`config.mk`:
```
export PLATFORM = sky130hd
export DESIGN_NAME = apb_csr_completer
export DESIGN_NICKNAME = d
export VERILOG_FILES = /design/src/rtl/apb_csr_pkg.sv /design/src/rtl/apb_wait_ctr.sv /design/src/rtl/apb_csr_completer.sv
export SDC_FILE = /design/constraint.sdc
export NUM_CORES = 1
export LEC_CHECK = 0
export ABC_CLOCK_PERIOD_IN_PS = 36100
export CORE_MARGIN = 2
export CORE_UTILIZATION = 45
export DETAILED_ROUTE_END_ITERATION = 16
export DONT_BUFFER_PORTS = 1
export PLACE_DENSITY_LB_ADDON = 0.2
export SLEW_MARGIN = 20
export SYNTH_ARGS = -nofsm -noshare
export SYNTH_HDL_FRONTEND = slang
export SYNTH_SLANG_ARGS = --single-unit
```
`constraint.sdc`:
```
create_clock -name clk -period 36.1 [get_ports clk]
set_input_delay 9.025 -clock clk [delete_from_list [all_inputs] [get_ports clk]]
set_output_delay 9.025 -clock clk [all_outputs]
set_load 0.01 [all_outputs]
```
`src/rtl/apb_csr_pkg.sv`:
```
// Shared types and constants for the APB CSR completer.
package apb_csr_pkg;

  typedef enum logic [0:0] {
    ST_IDLE   = 1'b0,
    ST_ACCESS = 1'b1
  } apb_csr_state_t;

  localparam int REG_ID       = 0;
  localparam int REG_STATUS   = 1;
  localparam int REG_SCRATCH0 = 2;

  localparam int STATUS_PROTO_ERR_BIT = 31;
  localparam int STATUS_XFER_LSB      = 0;
  localparam int STATUS_XFER_W        = 16;

  localparam logic [31:0] DEFAULT_ID_VALUE = 32'hA9B0_0020;

endpackage

```
`src/rtl/apb_wait_ctr.sv`:
```
// Loadable wait-state down-counter; zero_o is high once the count has reached 0.
module apb_wait_ctr #(
  parameter int WAIT_CYCLES = 2
) (
  input  logic clk,
  input  logic reset,
  input  logic load_i,
  input  logic dec_i,
  output logic zero_o
);

  logic [3:0] cnt_q, cnt_d;

  always_comb begin
    cnt_d = cnt_q;
    if (load_i) begin
      cnt_d = 4'(WAIT_CYCLES);
    end else if (dec_i && (cnt_q != 4'd0)) begin
      cnt_d = cnt_q - 4'd1;
    end
  end

  always_ff @(posedge clk or posedge reset) begin
    if (reset) begin
      cnt_q <= 4'd0;
    end else begin
      cnt_q <= cnt_d;
    end
  end

  assign zero_o = (cnt_q == 4'd0);

endmodule

```
`src/rtl/apb_csr_completer.sv`:
```
// APB completer with ID, STATUS and scratch registers plus programmable wait states.
// Optional byte strobes are enabled by defining APB_PSTRB_EN.
module apb_csr_completer
  import apb_csr_pkg::*;
#(
  parameter int          NUM_REGS    = 16,
  parameter int          ADDR_W      = 10,
  parameter int          DATA_W      = 32,
  parameter int          WAIT_CYCLES = 2,
  parameter logic [31:0] ID_VALUE    = DEFAULT_ID_VALUE
) (
  input  logic                       clk,
  input  logic                       reset,
  input  logic                       psel_i,
  input  logic                       penable_i,
  input  logic [ADDR_W-1:0]          paddr_i,
  input  logic                       pwrite_i,
  input  logic [DATA_W-1:0]          pwdata_i,
`ifdef APB_PSTRB_EN
  input  logic [3:0]                 pstrb_i,
`endif
  output logic                       pready_o,
  output logic [DATA_W-1:0]          prdata_o,
  output logic                       pslverr_o,
  output logic [NUM_REGS*DATA_W-1:0] regs_o
);

  localparam int IDX_W       = ADDR_W - 2;
  localparam int NUM_SCRATCH = NUM_REGS - REG_SCRATCH0;

  apb_csr_state_t state_q, state_d;

  logic              latch_w, load_w, dec_w, zero_w, pready_w, proto_set_w;
  logic [ADDR_W-1:0] addr_q;
  logic              write_q;
  logic [DATA_W-1:0] wdata_q;
  logic [3:0]        strb_q;
  logic [3:0]        strb_in_w;

  logic                       proto_err_q;
  logic [STATUS_XFER_W-1:0]   xfer_count_q;
  logic [DATA_W-1:0]          status_w;
  logic [NUM_REGS*DATA_W-1:0] regs_view_w;
  logic [NUM_REGS*DATA_W-1:0] regs_o_q;

`ifdef APB_PSTRB_EN
  assign strb_in_w = pstrb_i;
`else
  assign strb_in_w = 4'hF;
`endif

  // FSM: next state and per-cycle control strobes
  always_comb begin
    state_d     = state_q;
    latch_w     = 1'b0;
    load_w      = 1'b0;
    dec_w       = 1'b0;
    pready_w    = 1'b0;
    proto_set_w = 1'b0;
    case (state_q)
      ST_IDLE: begin
        if (psel_i && !penable_i) begin
          latch_w = 1'b1;
          load_w  = 1'b1;
          state_d = ST_ACCESS;
        end else if (psel_i && penable_i) begin
          proto_set_w = 1'b1;
        end
      end
      ST_ACCESS: begin
        if (!psel_i) begin
          proto_set_w = 1'b1;
          state_d     = ST_IDLE;
        end else if (penable_i) begin
          if (zero_w) begin
            pready_w = 1'b1;
            state_d  = ST_IDLE;
          end else begin
            dec_w = 1'b1;
          end
        end
      end
      default: state_d = ST_IDLE;
    endcase
  end

  always_ff @(posedge clk or posedge reset) begin
    if (reset) begin
      state_q <= ST_IDLE;
      addr_q  <= '0;
      write_q <= 1'b0;
      wdata_q <= '0;
      strb_q  <= 4'h0;
    end else begin
      state_q <= state_d;
      if (latch_w) begin
        addr_q  <= paddr_i;
        write_q <= pwrite_i;
        wdata_q <= pwdata_i;
        strb_q  <= strb_in_w;
      end
    end
  end

  apb_wait_ctr #(
    .WAIT_CYCLES(WAIT_CYCLES)
  ) u_wait_ctr (
    .clk    (clk),
    .reset  (reset),
    .load_i (load_w),
    .dec_i  (dec_w),
    .zero_o (zero_w)
  );

  // Decode runs entirely off the latched access, so bus changes mid-access are ignored.
  logic [IDX_W-1:0] idx_w;
  logic             err_w, commit_w, status_clr_w;

  assign idx_w    = addr_q[ADDR_W-1:2];
  assign err_w    = (addr_q[1:0] != 2'b00)
                  || (32'(idx_w) >= 32'(NUM_REGS))
                  || (write_q && (idx_w == IDX_W'(REG_ID)));
  assign commit_w = pready_w && write_q && !err_w;

  assign status_clr_w = commit_w && (idx_w == IDX_W'(REG_STATUS))
                      && wdata_q[STATUS_PROTO_ERR_BIT] && strb_q[3];

  always_ff @(posedge clk or posedge reset) begin
    if (reset) begin
      proto_err_q  <= 1'b0;
      xfer_count_q <= '0;
    end else begin
      if (pready_w) begin
        xfer_count_q <= xfer_count_q + 1'b1;
      end
      if (proto_set_w) begin
        proto_err_q <= 1'b1;
      end else if (status_clr_w) begin
        proto_err_q <= 1'b0;
      end
    end
  end

  always_comb begin
    status_w = '0;
    status_w[STATUS_PROTO_ERR_BIT] = proto_err_q;
    status_w[STATUS_XFER_LSB +: STATUS_XFER_W] = xfer_count_q;
  end

  // Scratch bank: each register owns its flops; read data is OR-folded across hits.
  logic [DATA_W-1:0] rd_fold_w [0:NUM_SCRATCH];
  assign rd_fold_w[0] = '0;

  assign regs_view_w[REG_ID*DATA_W +: DATA_W]     = ID_VALUE;
  assign regs_view_w[REG_STATUS*DATA_W +: DATA_W] = status_w;

  generate
    for (genvar gi = 0; gi < NUM_SCRATCH; gi++) begin : g_scratch
      logic [DATA_W-1:0] data_q;
      logic              hit_w;

      assign hit_w = (idx_w == IDX_W'(REG_SCRATCH0 + gi));

      always_ff @(posedge clk or posedge reset) begin
        if (reset) begin
          data_q <= '0;
        end else if (commit_w && hit_w) begin
          for (int b = 0; b < 4; b++) begin
            if (strb_q[b]) begin
              data_q[8*b +: 8] <= wdata_q[8*b +: 8];
            end
          end
        end
      end

      assign rd_fold_w[gi+1] = rd_fold_w[gi] | (hit_w ? data_q : '0);
      assign regs_view_w[(REG_SCRATCH0 + gi)*DATA_W +: DATA_W] = data_q;
    end
  endgenerate

  logic [DATA_W-1:0] rdata_w;

  always_comb begin
    rdata_w = '0;
    if (!err_w && !write_q) begin
      if (idx_w == IDX_W'(REG_ID)) begin
        rdata_w = ID_VALUE;
      end else if (idx_w == IDX_W'(REG_STATUS)) begin
        rdata_w = status_w;
      end else begin
        rdata_w = rd_fold_w[NUM_SCRATCH];
      end
    end
  end

  always_ff @(posedge clk or posedge reset) begin
    if (reset) begin
      regs_o_q <= '0;
    end else begin
      regs_o_q <= regs_view_w;
    end
  end

  assign pready_o  = pready_w;
  assign prdata_o  = pready_w ? rdata_w : '0;
  assign pslverr_o = pready_w && err_w;
  assign regs_o    = regs_o_q;

endmodule
```
==> results.tsv <==
stage	metric	value	unit
run_status	status	finished, final reports clean	
setup_path	r2r_cells	7	
timing	slew_headroom	23.2	%
routing	drt-vias-per-instance	6.05	
floorplanning	start_util	45.5	%
logic_synthesis	netlist_instances	2319	
placement	place_hpwl	81.4	mm
routing	num_vias	20900	
logic_synthesis	synth_edf_count	0	
floorplanning	ios	593	
min_path	hold_class	flip-flop to flip-flop	
finish	mostFrequentLayoutCells	dfrtp_1 (976), mux2_2 (496), clkbuf_16 (101)	
logic_synthesis	synthAdderAreaFrac	0.104	%
cts	path_clk_slew	0.06	ns
setup_path	rrSetupSlack	31.01	ns
power	leakagePower	19.8	nW
setup_path	worstReg2RegEnd	g_scratch[3].data_q[15]	
cts	insertion_delay	0.67	ns
finish	final_area	0.0406	mm2
finish	nFillCells	6563	
global_route	antenna_found_initial	2	
logic_synthesis	synth_top_family_by_area	multiplexers	
floorplanning	die_w	287	um
global_route	grt_pass1_vias	21400	
setup_path	crit_family	simple AND/OR/NAND/NOR gates	
timing	min_period	20.87	ns
logic_synthesis	synth-simple-area-share	3.87	%
logic_synthesis	ys.flop_type	dfrtp_1	
timing	period_share	57.8	%
setup_path	critical-path-max-stage-delay	0.87	ns
floorplanning	rows	103	
setup_path	cp-end-kind	primary output	
finish	num-nets-final	2375	
logic_synthesis	syn_area_per_cell	15.5	um2
setup_path	worstPathBufferInverterCount	0	
routing	drt_wl_total	124	mm
logic_synthesis	syn_area	0.0360	mm2
cts	cts_made_buffers	99	
finish	layout_commonest_cell	dfrtp_1	
cts	postCtsResizedCells	0	
cts	htree_num_levels	3	
setup_path	worstPathRequired	27.07	ns
routing	drc	0	
floorplanning	dieArea	0.0823	mm2
routing	drt-pass1-iter-count	5	
global_route	grt-ovfl-total	0	
setup_path	slowest_stage	o21ai_0	
cts	cts_tree	done	
global_route	grt_max_degree	184	
placement	placed_cells	3274	
min_path	hp-start	g_scratch[9].data_q[27]	
placement	gp_congestion	0.877	
logic_synthesis	synth-seq-cells	980	
setup_path	start_kind	primary input	
min_path	holdPathEnd	regs_o[379]	
timing	fin_skew	0.0283	ns
global_route	grt_first_pass_wirelength	172	mm
logic_synthesis	synth_xor_area_share	0.438	%
logic_synthesis	ys_types	79	
setup_path	critPathKind	primary input to primary output	
logic_synthesis	synth-compound-area-share	5.33	%
global_route	track_usage	30.0	%
timing	fmax	47.9	MHz
floorplanning	die_y	287	um
floorplanning	core_area	0.0791	mm2
timing	finalHoldViolCount	0	
timing	setup_viol	0	
cts	cts_root_buf	clkbuf_16	
logic_synthesis	ys_warn_count	0	
cts	post_cts_buffers	0	
setup_path	reg2reg_from	addr_q[4]	
power	powerDensity	59.8	mW/mm2
power	ir_drop	0.0405	mV
routing	wl_per_cell	35.8	um
cts	clockBufferDepth	3	
finish	drive_gt1_share	33.5	%
finish	area_growth	12.9	%
setup_path	crit_fanout	14	
timing	fin_setup_tns	0	ns
cts	cts-hold-fix-buffers	0	
logic_synthesis	seq_area_frac_synth	68.1	%
placement	port_buffers	0	
timing	rsz0062_at_grt	no	
routing	antenna_left	0	
setup_path	critPathArrivalTime	11.85	ns
timing	drv_slew	0	
logic_synthesis	synth-async-reset-ratio	100	%
cts	clkSinkCount	980	
placement	placed_area	0.0370	mm2
routing	drtIter0Drc	1808	
finish	final_cells	3461	
logic_synthesis	synth_mux_area_share	18.7	%
job	maxCapViolations	0	
min_path	hold_depth	0	
setup_path	crit_chain	nand3_1, or4b_4, nor2_1, o21ai_2, o21ai_0	
timing	worst_slew_pin_slew	1.15	ns
## stage by stage
step	total power, W	utilization [%]	worst slack, ns	hold WS (ns)
2_1_floorplan	0.00125	-	13.58	0.360
3_3_place_gp	0.00133	46.7	15.27	0.374
3_5_place_dp	0.00133	46.7	15.29	0.379
4_1_cts	0.00244	51.3	15.27	0.364
5_1_grt	0.00250	51.3	15.15	0.386
6_report	0.00243	51.3	15.23	0.377
## where the power goes
part / total (W) / switching, W / internal (W) / leakage [nW]
Combinational: 0.000152 / 0.000116 / 0.0000352 / 4.48
Sequential: 0.00116 / 0.0000512 / 0.00111 / 13.6
Clock: 0.00112 / 0.000445 / 0.000671 / 1.75
## synthesized netlist by cell type (5+ instances only)
master / n / area [um2]
nand3_1: 27 / 135
mux2_1: 26 / 293
a221oi_1: 12 / 105
mux4_2: 13 / 293
o22ai_1: 15 / 93.8
o2bb2ai_1: 12 / 105
nand4_1: 11 / 68.8
clkbuf_1: 90 / 338
o21ai_0: 26 / 130
mux2i_1: 57 / 571
a31oi_1: 20 / 125
buf_4: 47 / 353
a211oi_1: 5 / 37.5
a32oi_1: 10 / 87.6
inv_1: 12 / 45.0
nand2_1: 72 / 270
xnor2_1: 10 / 87.6
nand3b_1: 6 / 45.0
nor3_1: 23 / 115
a22oi_1: 38 / 285
nor2b_1: 6 / 37.5
xor2_1: 8 / 70.1
dfrtp_1: 980 / 24500
and3_1: 13 / 81.3
buf_6: 25 / 282
buf_2: 22 / 110
mux2_2: 496 / 5590
a22o_1: 14 / 123
buf_1: 19 / 71.3
o221a_2: 14 / 158
o221ai_1: 5 / 43.8
nor2_1: 42 / 158
nor4_4: 8 / 170
a21oi_1: 38 / 190
nand2b_1: 10 / 62.6
## area by class of cell
cell class,count,area (um2),area share (%)
flip-flops and latches,980,24500,60.4
multi-input cells,1159,10500,25.9
clock inverters,45,721,1.77
well taps,1050,1310,3.23
repair buffers,71,566,1.39
diodes,3,7.51,0.0185
inverters,14,56.3,0.139
clock buffers,139,2890,7.12
## per-layer routing
metal	global-route usage, %	wire (um)	vias up
met3	6.72	8660	249
li1	-	-	8230
met1	39.5	50500	11600
met4	12.2	5340	2
met5	0	13	-
met2	48.3	59500	906
## how the worst max path moves through the flow
stage,end,from,slack (ns),depth (start not counted)
floorplan,addr_q[0],reset,13.58,1
global placement,prdata_o[23],penable_i,15.27,5
detailed placement,prdata_o[23],penable_i,15.29,5
CTS,prdata_o[23],penable_i,15.27,5
global route,prdata_o[23],penable_i,15.15,5
finish,prdata_o[23],penable_i,15.23,5
## kinds of logic after synthesis
family,Yosys count
DFF,980
muxes,592
AOI/OAI and AO/OA,259
and+or+nand+nor,247
buffers and inverters,218
xor gates and xnor gates,18
adders and majority gates,3
other,2
## state kept, by name (all words and copies together) (netlist names)
| name | cells |
|---|---|
| addr_q | 10 |
| g_scratch.data_q | 448 |
| proto_err_q | 1 |
| regs_o | 466 |
| state_q | 1 |
| strb_q | 1 |
| u_wait_ctr.cnt_q | 4 |
| wdata_q | 32 |
| write_q | 1 |
| xfer_count_q | 16 |
## worst reg2reg max path: stages, from the launching register on
cell      delay, ns
dfrtp_4        0.70
buf_4          0.67
nand2b_1       0.59
nor2_4         0.90
nand2_1        0.24
nor4_4         0.89
buf_4          0.56
mux2_2         0.42
Note: power is estimated with default switching activity, not from simulation.
